## src/rtl/ysyx_210457_axi_bridge.sv

```systemverilog
// Single-beat AXI4 master bridge for the core's memory-request bus (one transaction in flight).
// Optional feature macro: YSYX_210457_BRIDGE_ERR_EN adds a sticky bus_err flag and zeroes failed loads.
module ysyx_210457_axi_bridge #(
   parameter int ADDR_W = 64,
   parameter int DATA_W = 64
) (
   input  logic              clock,
   input  logic              reset,
   input  logic [ADDR_W-1:0] req_addr,
   input  logic [DATA_W-1:0] req_wdata,
   input  logic              req_valid,
   input  logic              req_write,
   input  logic [1:0]        req_size,
   input  logic [3:0]        req_id,
   output logic [DATA_W-1:0] rsp_data,
   output logic [3:0]        rsp_id,
   output logic              stall,
   output logic [2:0]        dbg_state,
   output logic              aw_valid,
   input  logic              aw_ready,
   output logic [ADDR_W-1:0] aw_addr,
   output logic [3:0]        aw_id,
   output logic [2:0]        aw_size,
   output logic              w_valid,
   input  logic              w_ready,
   output logic [DATA_W-1:0] w_data,
   output logic [7:0]        w_strb,
   output logic              w_last,
   input  logic              b_valid,
   output logic              b_ready,
   input  logic [1:0]        b_resp,
   output logic              ar_valid,
   input  logic              ar_ready,
   output logic [ADDR_W-1:0] ar_addr,
   output logic [3:0]        ar_id,
   output logic [2:0]        ar_size,
   input  logic              r_valid,
   output logic              r_ready,
   input  logic [DATA_W-1:0] r_data,
   input  logic [1:0]        r_resp,
   input  logic              r_last
`ifdef YSYX_210457_BRIDGE_ERR_EN
   ,
   output logic              bus_err
`endif
);

   // Handshakes: a beat transfers on a rising clock edge where valid && ready are both 1;
   // valid never depends combinationally on ready, and once raised stays up until that edge.
   typedef enum logic [2:0] {
      S_IDLE = 3'd0,
      S_RA   = 3'd1,
      S_RD   = 3'd2,
      S_WA   = 3'd3,
      S_WB   = 3'd4,
      S_DONE = 3'd5
   } state_t;

   state_t              state_q, state_d;
   logic [ADDR_W-1:0]   addr_q;
   logic [DATA_W-1:0]   wdata_q;
   logic [DATA_W-1:0]   rdata_q;
   logic [1:0]          size_q;
   logic [3:0]          id_q;
   logic                write_q;
   logic                aw_done_q;
   logic                w_done_q;
   logic [7:0]          strb_mask;
   logic [DATA_W-1:0]   size_mask;
   logic [DATA_W-1:0]   load_data;
   logic [5:0]          lane_shift;

`ifdef YSYX_210457_BRIDGE_ERR_EN
   logic                err_q;
   logic                bus_err_q;
   logic                unused_in;
   assign unused_in = &{1'b0, r_last};
   assign bus_err   = bus_err_q;
`else
   logic                unused_in;
   assign unused_in = &{1'b0, r_last, r_resp, b_resp};
`endif

   assign dbg_state  = state_q;
   assign lane_shift = {addr_q[2:0], 3'b000};

   always_comb begin
      strb_mask = 8'h01;
      size_mask = DATA_W'(8'hFF);
      case (size_q)
         2'b00: begin strb_mask = 8'h01; size_mask = DATA_W'(8'hFF);         end
         2'b01: begin strb_mask = 8'h03; size_mask = DATA_W'(16'hFFFF);      end
         2'b10: begin strb_mask = 8'h0F; size_mask = DATA_W'(32'hFFFF_FFFF); end
         default: begin strb_mask = 8'hFF; size_mask = '1;                   end
      endcase
   end

   // Lanes shifted past byte 7 fall off the top; accesses are never split.
   assign aw_addr = addr_q;
   assign ar_addr = addr_q;
   assign aw_id   = id_q;
   assign ar_id   = id_q;
   assign aw_size = {1'b0, size_q};
   assign ar_size = {1'b0, size_q};
   assign w_data  = wdata_q << lane_shift;
   assign w_strb  = strb_mask << addr_q[2:0];
   assign w_last  = 1'b1;

`ifdef YSYX_210457_BRIDGE_ERR_EN
   assign load_data = err_q ? '0 : ((rdata_q >> lane_shift) & size_mask);
`else
   assign load_data = (rdata_q >> lane_shift) & size_mask;
`endif

   always_comb begin
      state_d  = state_q;
      stall    = 1'b0;
      ar_valid = 1'b0;
      r_ready  = 1'b0;
      aw_valid = 1'b0;
      w_valid  = 1'b0;
      b_ready  = 1'b0;
      rsp_id   = 4'h0;
      rsp_data = '0;
      case (state_q)
         S_IDLE: begin
            stall = req_valid;
            if (req_valid) state_d = req_write ? S_WA : S_RA;
         end
         S_RA: begin
            stall    = 1'b1;
            ar_valid = 1'b1;
            if (ar_ready) state_d = S_RD;
         end
         S_RD: begin
            stall   = 1'b1;
            r_ready = 1'b1;
            if (r_valid) state_d = S_DONE;
         end
         S_WA: begin
            stall    = 1'b1;
            aw_valid = !aw_done_q;
            w_valid  = !w_done_q;
            if ((aw_done_q || aw_ready) && (w_done_q || w_ready)) state_d = S_WB;
         end
         S_WB: begin
            stall   = 1'b1;
            b_ready = 1'b1;
            if (b_valid) state_d = S_DONE;
         end
         S_DONE: begin
            rsp_id   = id_q;
            rsp_data = write_q ? '0 : load_data;
            state_d  = S_IDLE;
         end
         default: state_d = S_IDLE;
      endcase
   end

   always_ff @(posedge clock or posedge reset) begin
      if (reset) begin
         state_q   <= S_IDLE;
         addr_q    <= '0;
         wdata_q   <= '0;
         rdata_q   <= '0;
         size_q    <= 2'b00;
         id_q      <= 4'h0;
         write_q   <= 1'b0;
         aw_done_q <= 1'b0;
         w_done_q  <= 1'b0;
`ifdef YSYX_210457_BRIDGE_ERR_EN
         err_q     <= 1'b0;
         bus_err_q <= 1'b0;
`endif
      end else begin
         state_q <= state_d;
         if (state_q == S_IDLE && req_valid) begin
            addr_q    <= req_addr;
            wdata_q   <= req_wdata;
            size_q    <= req_size;
            id_q      <= req_id;
            write_q   <= req_write;
            aw_done_q <= 1'b0;
            w_done_q  <= 1'b0;
`ifdef YSYX_210457_BRIDGE_ERR_EN
            err_q     <= 1'b0;
`endif
         end
         if (state_q == S_WA) begin
            if (aw_ready) aw_done_q <= 1'b1;
            if (w_ready)  w_done_q  <= 1'b1;
         end
         if (state_q == S_RD && r_valid) begin
            rdata_q <= r_data;
`ifdef YSYX_210457_BRIDGE_ERR_EN
            err_q <= (r_resp != 2'b00);
            if (r_resp != 2'b00) bus_err_q <= 1'b1;
`endif
         end
`ifdef YSYX_210457_BRIDGE_ERR_EN
         // The flag goes up on the edge into DONE so it is already visible during DONE.
         if (state_q == S_WB && b_valid && b_resp != 2'b00) bus_err_q <= 1'b1;
`endif
      end
   end

endmodule

```

## config.mk

```make
export PLATFORM = sky130hd
export DESIGN_NAME = ysyx_210457_axi_bridge
export DESIGN_NICKNAME = d
export VERILOG_FILES = /design/src/rtl/ysyx_210457_axi_bridge.sv
export SDC_FILE = /design/constraint.sdc
export NUM_CORES = 1
export LEC_CHECK = 0
export CAP_MARGIN = 20
export CORE_AREA = 5 5 195 197
export CTS_BUF_LIST = sky130_fd_sc_hd__clkbuf_8
export CTS_CLUSTER_DIAMETER = 30
export CTS_CLUSTER_SIZE = 30
export DETAILED_ROUTE_END_ITERATION = 10
export DIE_AREA = 0 0 200 202
export PLACE_DENSITY_LB_ADDON = 0.08
export SYNTH_ARGS = -nofsm -noshare
export SYNTH_HDL_FRONTEND = slang
export SYNTH_SLANG_ARGS = --single-unit
```

## constraint.sdc

```tcl
create_clock -name clock -period 12.9 [get_ports clock]
set_input_delay 2.58 -clock clock [delete_from_list [all_inputs] [get_ports clock]]
set_output_delay 2.58 -clock clock [all_outputs]
set_load 0.02 [all_outputs]
```

After elaboration in Yosys (flattened, before gate mapping) --
Cells that the tools add are included.
Word-level totals: input port bits 212, output and inout port bits 292, word-level logic and storage cells 60, bits in registers 204
Operators by class: eq/ne operators 12, reductions and logical operators 11, bitwise logic cells 1, shift operators 3, muxes and demuxes 24
Operators by type and width (count):
- one-hot mux 64 bit (3 select lines) | 1
- 2-to-1 mux 64 bit | 2
- AND 64 bit | 1
- left shift 64 x 6 -> 64 bit | 1
- >> shifter 64 x 6 -> 64 bit | 1
- one-hot mux 8 bit (3 select lines) | 1
- 2-to-1 mux 3 bit | 5
- one-hot mux 3 bit (5 select lines) | 1
- 2-to-1 mux 1 bit | 11
- != test 2 bit (second input constant) | 5
- left shift 8 x 3 -> 8 bit | 1
- == test 3 x 2 -> 1 bit (second input constant) | 2
- == test 3 bit (second input constant) | 2
- AND reduction 5 bit | 1
- 2-to-1 mux 4 bit | 1
- OR reduction 4 bit | 1
- == test 3 x 1 -> 1 bit (second input constant) | 1
- logical AND 1 bit | 3
- zero test 3 bit | 1
- == test 2 x 1 -> 1 bit (second input constant) | 1
- == test 2 bit (second input constant) | 1
- zero test 1 bit | 2
- zero test 2 bit | 1
- logical OR 1 bit | 2
- other kinds (2) | 2

Depth between registers and ports, before layout --
Gate-level depths: netlist of the first run.
word-level depth 5, gate-level depth with buffers 6, mapped depth without buffers 3

Worst setup path before layout of the first run --
No wires, ideal clock.
path type in2out, start point input req_valid, end point output stall, arrival time 2986 ps, setup slack 7334 ps, required time 10320 ps, stages on the path 2, buffers on the path 0, path through nor2_1 mux2i_1
On the way: longest elaborated chain between the ends 1
RTL lines:
- start, declared | line 11 | input logic req_valid,
- one-hot mux 1 bit (2 select lines) | line 125 | case (state_q)
- end, declared | line 17 | output logic stall,
No other way between the ends.

Final worst setup path of the first run --
start point register addr_q[0], in the netlist ar_addr[0], end point output rsp_data[15]
On the way: longest elaborated chain between the ends 4
RTL lines:
- start, declared | line 60 | logic [ADDR_W-1:0] addr_q;
- start signal, assigned | line 178 | addr_q <= req_addr;
- >> shifter 64 x 6 -> 64 bit | line 112 | assign load_data = (rdata_q >> lane_shift) & size_mask;
- AND 64 bit | line 112
- 2-to-1 mux 64 bit | line 153 | rsp_data = write_q ? '0 : load_data;
- 2-to-1 mux 64 bit | line 125
- end, declared | line 15 | output logic [DATA_W-1:0] rsp_data,
No other way between the ends.

==> results of run 1 <==
## path summary, 6_finish.rpt
path	startpoint	end	cells after the start
max	ar_addr[0]	rsp_data[15]	5
min	wdata_q[58]	wdata_q[58]	1
max reg2reg	dbg_state[2]	wdata_q[59]	5
min reg2reg	wdata_q[58]	wdata_q[58]	1
max in group asynchronous	reset	ar_addr[1]	3
min in group asynchronous	reset	ar_addr[22]	2
## worst max-delay path, delay by kind of cell (launching register included)
family / cells / cell delay, ns
buf+inv: 2 / 1.56
flops: 1 / 1.09
compound gates: 1 / 0.37
mux: 1 / 0.32
simple gates: 1 / 0.07
## routing by layer
| metal | vias to the layer above | GRT usage [%] | wire, um |
|---|---|---|---|
| met5 | - | 0 | 0 |
| met4 | 0 | 7.98 | 1240 |
| met3 | 75 | 6.35 | 3240 |
| met2 | 428 | 38.0 | 23500 |
| met1 | 4928 | 26.6 | 18000 |
| li1 | 4396 | - | - |
## sequential cells by signal (all words and copies together), names as in the netlist
| name | count |
|---|---|
| ar_addr | 64 |
| ar_id | 4 |
| aw_done_q | 1 |
| dbg_state | 3 |
| rdata_q | 64 |
| size_q | 2 |
| w_done_q | 1 |
| wdata_q | 64 |
| write_q | 1 |
## through the flow
stage          utilization (%)  std cells
6_report                  50.0       1923
5_1_grt                   50.0       1923
4_1_cts                   50.0       1917
3_5_place_dp              46.0       1802
3_3_place_gp              46.0       1802
2_1_floorplan                -        975
## cell usage in the layout, fill, tap and decap left out, types with 21 or more instances in the layout
cell,n
mux4_2,27
clkbuf_8,82
a2bb2oi_1,21
mux2_2,191
mux2_1,50
mux2i_1,89
clkdlybuf4s50_1,495
dfrtp_1,201
and2_1,33
o22ai_1,28
nor2_1,37
## cells by family (layout without fill, tap and decap cells)
logic type / after synthesis / after routing / share of synthesized area [%]
muxes: 357 / 357 / 35.3
and+or+nand+nor: 127 / 127 / 5.64
AOI/OAI and AO/OA: 128 / 128 / 7.66
buffers and inverters: 156 / 630 / 8.55
other: 2 / 9 / 0.0629
DFF: 204 / 204 / 42.8
## cell type report
type / instances / share of cell area (%)
clock inverters: 33 / 1.71
clock buffers: 82 / 6.25
well taps: 468 / 3.24
flip-flops and latches: 204 / 28.3
diodes: 6 / 0.0832
inverters: 9 / 0.229
multi-input cells: 615 / 32.2
repair buffers: 506 / 27.9
## power by group through the flow
stage / Clock (uW) / Sequential (uW) / Combinational (uW)
3_3_place_gp: 0 / 1420 / 3110
5_1_grt: 1110 / 1490 / 3290
3_5_place_dp: 0 / 1420 / 3120
2_1_floorplan: 0 / 1330 / 2010
4_1_cts: 1080 / 1420 / 3140
6_report: 1050 / 1420 / 3100
==> impl_metrics.tcl, run 1 <==
set metrics [dict create \
    nNetsFinal 1614 \
    setup_viol 0 \
    timing.hold.ws_ns 0.502 \
    yosys_most_used_dff "dfrtp_1" \
    ff2ff_setup_slack_ns 9.30 \
    max_stage_delay_ns 1.09 \
    hpwlAfterDp_mm 33.3 \
    viasPerCell 5.11 \
    crit_path_max_fanout 69 \
    peakVddDrop_uv 168 \
    fin_area_mm2 0.0181 \
    syn_avg_cell_area_um2 12.2 \
    clk_latency_ns 0.59 \
    ys_ff_latch 204 \
    cp_cell_sequence "buf_4 > mux2_2 > nand2_1 > a311oi_1 > clkdlybuf4s50_1" \
    p_per_area_mw_per_mm2 308 \
    wire_per_inst_um 23.9 \
    die_w_um 200 \
    cts_setup_buffers 0 \
    io_buffers 495 \
    dp_slack_ns 6.31 \
    clkSinkCount 204 \
    die_h_um 202 \
    grt_pass1_vias 10600 \
    ant_nets 0 \
    yosysTopAreaCellShare_pct 42.8 \
    fin_skew_ns 0.0191 \
    fin_crit_ns 6.67 \
    postSynthCellCount 974 \
    track_usage_pct 22.2 \
    path_class "reg -> out" \
    place_congestion 0.797 \
    synth_cell_types 46 \
    pwr-share-seq_pct 25.5 \
    setup_ws_ns 6.23 \
    rows 70 \
    firstDrtPassIters 5 \
    drv_slew 0 \
    rsz0062_at_grt "false" \
    syn_area_mm2 0.0119 \
    pwr-share-comb_pct 55.7 \
    grt_pass1_wl_mm 67.7 \
    ys_seq_area_share_pct 42.8 \
    power.leakage_uw 0.00738 \
    intPower_uw 3250 \
    clock_path_buffers 3 \
    place_area_mm2 0.0166 \
    cts-root-buf "clkbuf_8" \
    drv_cap 0 \
    cts_resized 0 \
    max_slew_margin_pct 31.1 \
    fmax_mhz 150 \
    synth.most_common_cell "dfrtp_1" \
    synth_common_cells "dfrtp_1 (204), mux2_2 (191), mux2i_1 (89)" \
    synth.area.top_cells "dfrtp_1 (43%), mux2_2 (18%), mux2i_1 (7.5%)" \
    switching_power_uw 2310 \
    synthArstFlopShare_pct 100 \
    clkPwrFrac_pct 18.8 \
    vias 9827 \
    grt_max_degree 92 \
    power.total_uw 5570 \
    switching_share_pct 41.5 \
    hold_path.class "reg -> reg" \
    fin_crit_sh_pct 51.7 \
    tns_ns 0 \
    drt_wl_total_mm 46.0 \
    drive_gt1_share_pct 24.0 \
    max_slew.worst_pin.slew_ns 1.03 \
    drt-initial-drc-count 383 \
    h-tree-depth 3 \
    status "finished, final reports clean" \
    yosys.area.top_type "dfrtp_1" \
    multi_input_area_mm2 0.00582 \
    hold_viol 0 \
    synth_edf_count 0 \
    overflow 0 \
    fillers 3326 \
    antenna_found_initial 6 \
    seq_area_mm2 0.00512 \
    ys_warn_count 0 \
    cp-end-kind "output pin" \
    slowest_stage "dfrtp_4" \
    ios 504 \
    initial_core_util_pct 33.1 \
    start_kind "flip-flop" \
    drc 0 \
    cts_tree "done" \
    critPathRequiredTime_ns 10.32 \
    core_area_mm2 0.0361 \
    cts_made_buffers 66 \
    ctsHoldBuffers 0 \
    syn2layout_area_growth_pct 51.3 \
    dieArea_mm2 0.0404 \
    crit_arrival_ns 4.09 \
    clk_pin_slew_ns 0.04 \
]
(Power assumes the default switching activity.)
==> inputs of run 2 (changes only) <==
==> constraint.sdc (replaced) <==
create_clock -name clock -period 5.5 [get_ports clock]
set_input_delay 1.1 -clock clock [delete_from_list [all_inputs] [get_ports clock]]
set_output_delay 1.1 -clock clock [all_outputs]
set_load 0.02 [all_outputs]
==> impl_metrics.tcl, run 2 (synthesis results as in run 1) <==
set metrics [dict create \
    status "finished, final reports clean" \
    ios 504 \
    timing.rr.end "size_q[1]" \
    fin_crit_ns 4.67 \
    max_slew_margin_pct 31.6 \
    initial_core_util_pct 33.1 \
    crit_family "buffers and inverters" \
    wire_per_inst_um 23.8 \
    path_class "reg -> out" \
    io_buffers 495 \
    die_w_um 200 \
    max_slew.worst_pin.slew_ns 1.02 \
    critPathRequiredTime_ns 4.40 \
    vias 9726 \
    viasPerCell 5.07 \
    cts_setup_buffers 0 \
    antenna_found_initial 5 \
    power.total_uw 13000 \
    clk_pin_slew_ns 0.06 \
    fillers 3312 \
    worst-path-buf-inv 2 \
    cts-root-buf "clkbuf_8" \
    fin_skew_ns 0.0153 \
    fmax_mhz 214 \
    rows 70 \
    cp-end-kind "output pin" \
    cts_tree "done" \
    slowest_stage "dfrtp_4" \
    layout_commonest_cell "clkdlybuf4s50_1" \
    place_congestion 0.828 \
    fin_crit_sh_pct 85.0 \
    drt-initial-drc-count 420 \
    h-tree-depth 2 \
    hold_viol 0 \
    crit_arrival_ns 3.57 \
    peakVddDrop_uv 393 \
    nNetsFinal 1611 \
    drv_slew 0 \
    grt_pass1_vias 10600 \
    firstDrtPassIters 5 \
    drc 0 \
    clkSinkCount 204 \
    crit_cells 5 \
    tns_ns 0 \
    hpwlAfterDp_mm 33.4 \
    clk_latency_ns 0.62 \
    syn2layout_area_growth_pct 51.3 \
    cp_cell_sequence "nor2b_2 > buf_4 > nand2_1 > a311oi_1 > clkdlybuf4s50_1" \
    ctsHoldBuffers 0 \
    multi_input_area_mm2 0.00582 \
    startpoint "ar_addr[0]" \
    setup_viol 0 \
    cts_made_buffers 56 \
    drt_wl_total_mm 45.7 \
    crit_end "rsp_data[15]" \
    die_h_um 202 \
    clock_path_buffers 3 \
    hold_path.class "reg -> reg" \
    layout_common_cells "clkdlybuf4s50_1 (495), dfrtp_1 (201), mux2_2 (191), mux2i_1 (89), clkbuf_8 (67)" \
    rsz0062_at_grt "false" \
    ff2ff_setup_slack_ns 3.01 \
    r2r_cells 4 \
    drv_cap 0 \
    dieArea_mm2 0.0404 \
    seq_area_mm2 0.00512 \
    power.leakage_uw 0.00733 \
    overflow 0 \
    p_per_area_mw_per_mm2 721 \
    start_kind "flip-flop" \
    crit_path_max_fanout 62 \
    grt_pass1_wl_mm 67.0 \
    track_usage_pct 21.8 \
    drive_gt1_share_pct 24.1 \
    cts_resized 0 \
    timing.rr.start "dbg_state[2]" \
    max_stage_delay_ns 0.80 \
    grt_max_degree 114 \
    core_area_mm2 0.0361 \
    ant_nets 0 \
]
## run 2: metrics by stage
stage          area [um^2]  std cells  util [%]  worst slack [ns]  hold WS [ns]
6_report             18100       1920      50.0             0.826         0.501
4_1_cts              18000       1913      50.0             0.727         0.505
5_1_grt              18100       1919      50.0             0.597         0.526
3_5_place_dp         16700       1808      46.3              1.44         0.492
2_1_floorplan        11900        975         -              1.76         0.473
3_3_place_gp         16700       1808      46.3              1.45         0.486
## run 2: worst min-delay path by stage
stage               slack [ns]     endpoint   startpoint  depth (start not counted)
floorplan                 0.47      write_q      write_q                          1
detailed placement        0.49   rdata_q[5]   rdata_q[5]                          1
finish                    0.50      write_q      write_q                          1
global placement          0.49      write_q      write_q                          1
global route              0.53  wdata_q[56]  wdata_q[56]                          1
CTS                       0.50      write_q      write_q                          1
## run 2: cell type report
cell class              count  share of cell area (%)
well taps                 468                    3.24
flip-flops and latches    204                    28.3
repair buffers            513                    28.5
diodes                      6                  0.0832
clock inverters            39                    2.37
clock buffers              66                    5.03
inverters                   9                   0.208
multi-input cells         615                    32.2
## run 2: power breakdown
part | total, uW | internal (uW) | switching (uW)
clock network | 2340 | 1450 | 892
registers | 3280 | 2290 | 995
logic | 7380 | 3810 | 3570
total | 13000 | 7550 | 5460
## run 2: metal layers
layer	part of all wire, %	track usage, %
met1	41	26.9
met2	50	36.6
met3	6.7	5.67
met4	2.9	8.22
met5	0	0
==> inputs of run 3 (changes only) <==
==> constraint.sdc (replaced) <==
create_clock -name clock -period 4.32 [get_ports clock]
set_input_delay 0.864 -clock clock [delete_from_list [all_inputs] [get_ports clock]]
set_output_delay 0.864 -clock clock [all_outputs]
set_load 0.02 [all_outputs]
==> impl_metrics.tcl, run 3 (synthesis results as in run 1) <==
set metrics [dict create \
    status "finished, final reports clean" \
    viasPerCell 5.05 \
    slowest_stage "and3_1" \
    grt_pass1_vias 10800 \
    drt-initial-drc-count 374 \
    crit_cells 4 \
    die_h_um 202 \
    cp-end-kind "output pin" \
    clkSinkCount 204 \
    dieArea_mm2 0.0404 \
    initial_core_util_pct 33.1 \
    fin_skew_ns 0.0179 \
    crit_path_max_fanout 16 \
    r2r_cells 4 \
    clock_path_buffers 3 \
    cts_setup_buffers 0 \
    crit_top_cell "and3_1" \
    fin_crit_ns 4.06 \
    fillers 3354 \
    vias 9780 \
    crit_arrival_ns 3.20 \
    hold_depth 1 \
    cts-root-buf "clkbuf_8" \
    max_slew.worst_pin.slew_ns 0.961 \
    critPathRequiredTime_ns 3.46 \
    ios 504 \
    nNetsFinal 1624 \
    rsz0062_at_grt "false" \
    core_area_mm2 0.0361 \
    firstDrtPassIters 4 \
    antenna_found_initial 8 \
    crit_family "simple AND/OR/NAND/NOR gates" \
    max_slew_margin_pct 35.7 \
    drive_gt1_share_pct 25.1 \
    p_per_area_mw_per_mm2 926 \
    peakVddDrop_uv 511 \
    drv_cap 0 \
    clk_pin_slew_ns 0.05 \
    overflow 0 \
    place_congestion 0.822 \
    io_buffers 495 \
    fin_crit_sh_pct 94.0 \
    cts_tree "done" \
    syn2layout_area_growth_pct 53.7 \
    layout_common_cells "clkdlybuf4s50_1 (495), dfrtp_1 (200), mux2_2 (191), mux2i_1 (89), clkbuf_8 (67)" \
    fmax_mhz 246 \
    setup_viol 0 \
    drv_slew 0 \
    tns_ns 0 \
    max_stage_delay_ns 0.61 \
    layout_commonest_cell "clkdlybuf4s50_1" \
    track_usage_pct 21.8 \
    cts_made_buffers 58 \
    cp_cell_sequence "and4bb_2 > and3_1 > and3_1 > clkdlybuf4s50_1" \
    hold_viol 0 \
    hpwlAfterDp_mm 33.6 \
    h-tree-depth 2 \
    grt_max_degree 84 \
    grt_pass1_wl_mm 67.1 \
    drt_wl_total_mm 45.4 \
    final_util_pct 50.8 \
    worst-path-buf-inv 1 \
    rows 70 \
    start_kind "flip-flop" \
    drc 0 \
    path_class "reg -> out" \
    ant_nets 0 \
    hold_path.class "reg -> reg" \
    clk_latency_ns 0.60 \
    die_w_um 200 \
    wire_per_inst_um 23.5 \
    power.leakage_uw 0.00752 \
]
[run 3: cell count changes in the layout (fill, tap and decap cells not counted), moves of 2 or more]
cell | before | now
clkinv_2 | 4 | 14
clkinvlp_4 | 15 | 5
buf_4 | 13 | 22
bufinv_16 | 7 | 14
clkinv_4 | 2 | 4
inv_6 | 6 | 1
buf_12 | 4 | 7
inv_1 | 12 | 10
[run 3: metrics by stage]
step	setup slack (ns)	hold slack [ns]	cells	instance area [um^2]	total power (uW)
floorplan	0.812	0.473	975	11900	9980
global placement	0.847	0.484	1820	16800	13700
detailed placement	0.814	0.492	1820	16800	13700
CTS	0.103	0.505	1928	18300	17200
global route	0.0600	0.522	1935	18300	17900
finish	0.259	0.502	1935	18300	17000
[run 3: report_power, final]
group	internal, uW	leakage, uW	switching (uW)
Sequential	2920	0.00241	1160
Clock	2270	0.000777	1090
Combinational	4900	0.00432	4650
Total	10100	0.00752	6900
[run 3: repair_timing]
item,4_1_cts,5_1_grt
endpoints found under the setup margin,0,3
resized for setup,0,2
hold buffers,0,0
endpoints found under the hold margin,0,0
[run 3: routing by layer]
layer / vias up / wire (um) / GRT usage [%]
met5: - / 11 / 0
met1: 4938 / 18300 / 26.3
li1: 4415 / - / -
met3: 63 / 2860 / 5.55
met2: 362 / 23000 / 37.6
met4: 2 / 1200 / 7.69
[run 3: path summary, 6_finish.rpt]
kind / from / end / slack [ns]
max in group asynchronous: reset / wdata_q[21] / 2.73
min reg2reg: write_q / write_q / 0.50
max: dbg_state[1] / rsp_data[60] / 0.26
min: write_q / write_q / 0.50
min in group asynchronous: reset / ar_addr[18] / 0.73
max reg2reg: dbg_state[2] / ar_addr[50] / 2.25
[run 3: layout make-up]
class	count	area, um^2	area share (%)
Antenna cell	7	17.5	0.0955
Clock buffer	67	922	5.03
Clock inverter	41	579	3.16
Inverter	9	37.5	0.205
Multi-Input combinational cell	615	5820	31.7
Sequential cell	204	5120	27.9
Tap cell	468	586	3.19
Timing Repair Buffer	524	5260	28.7
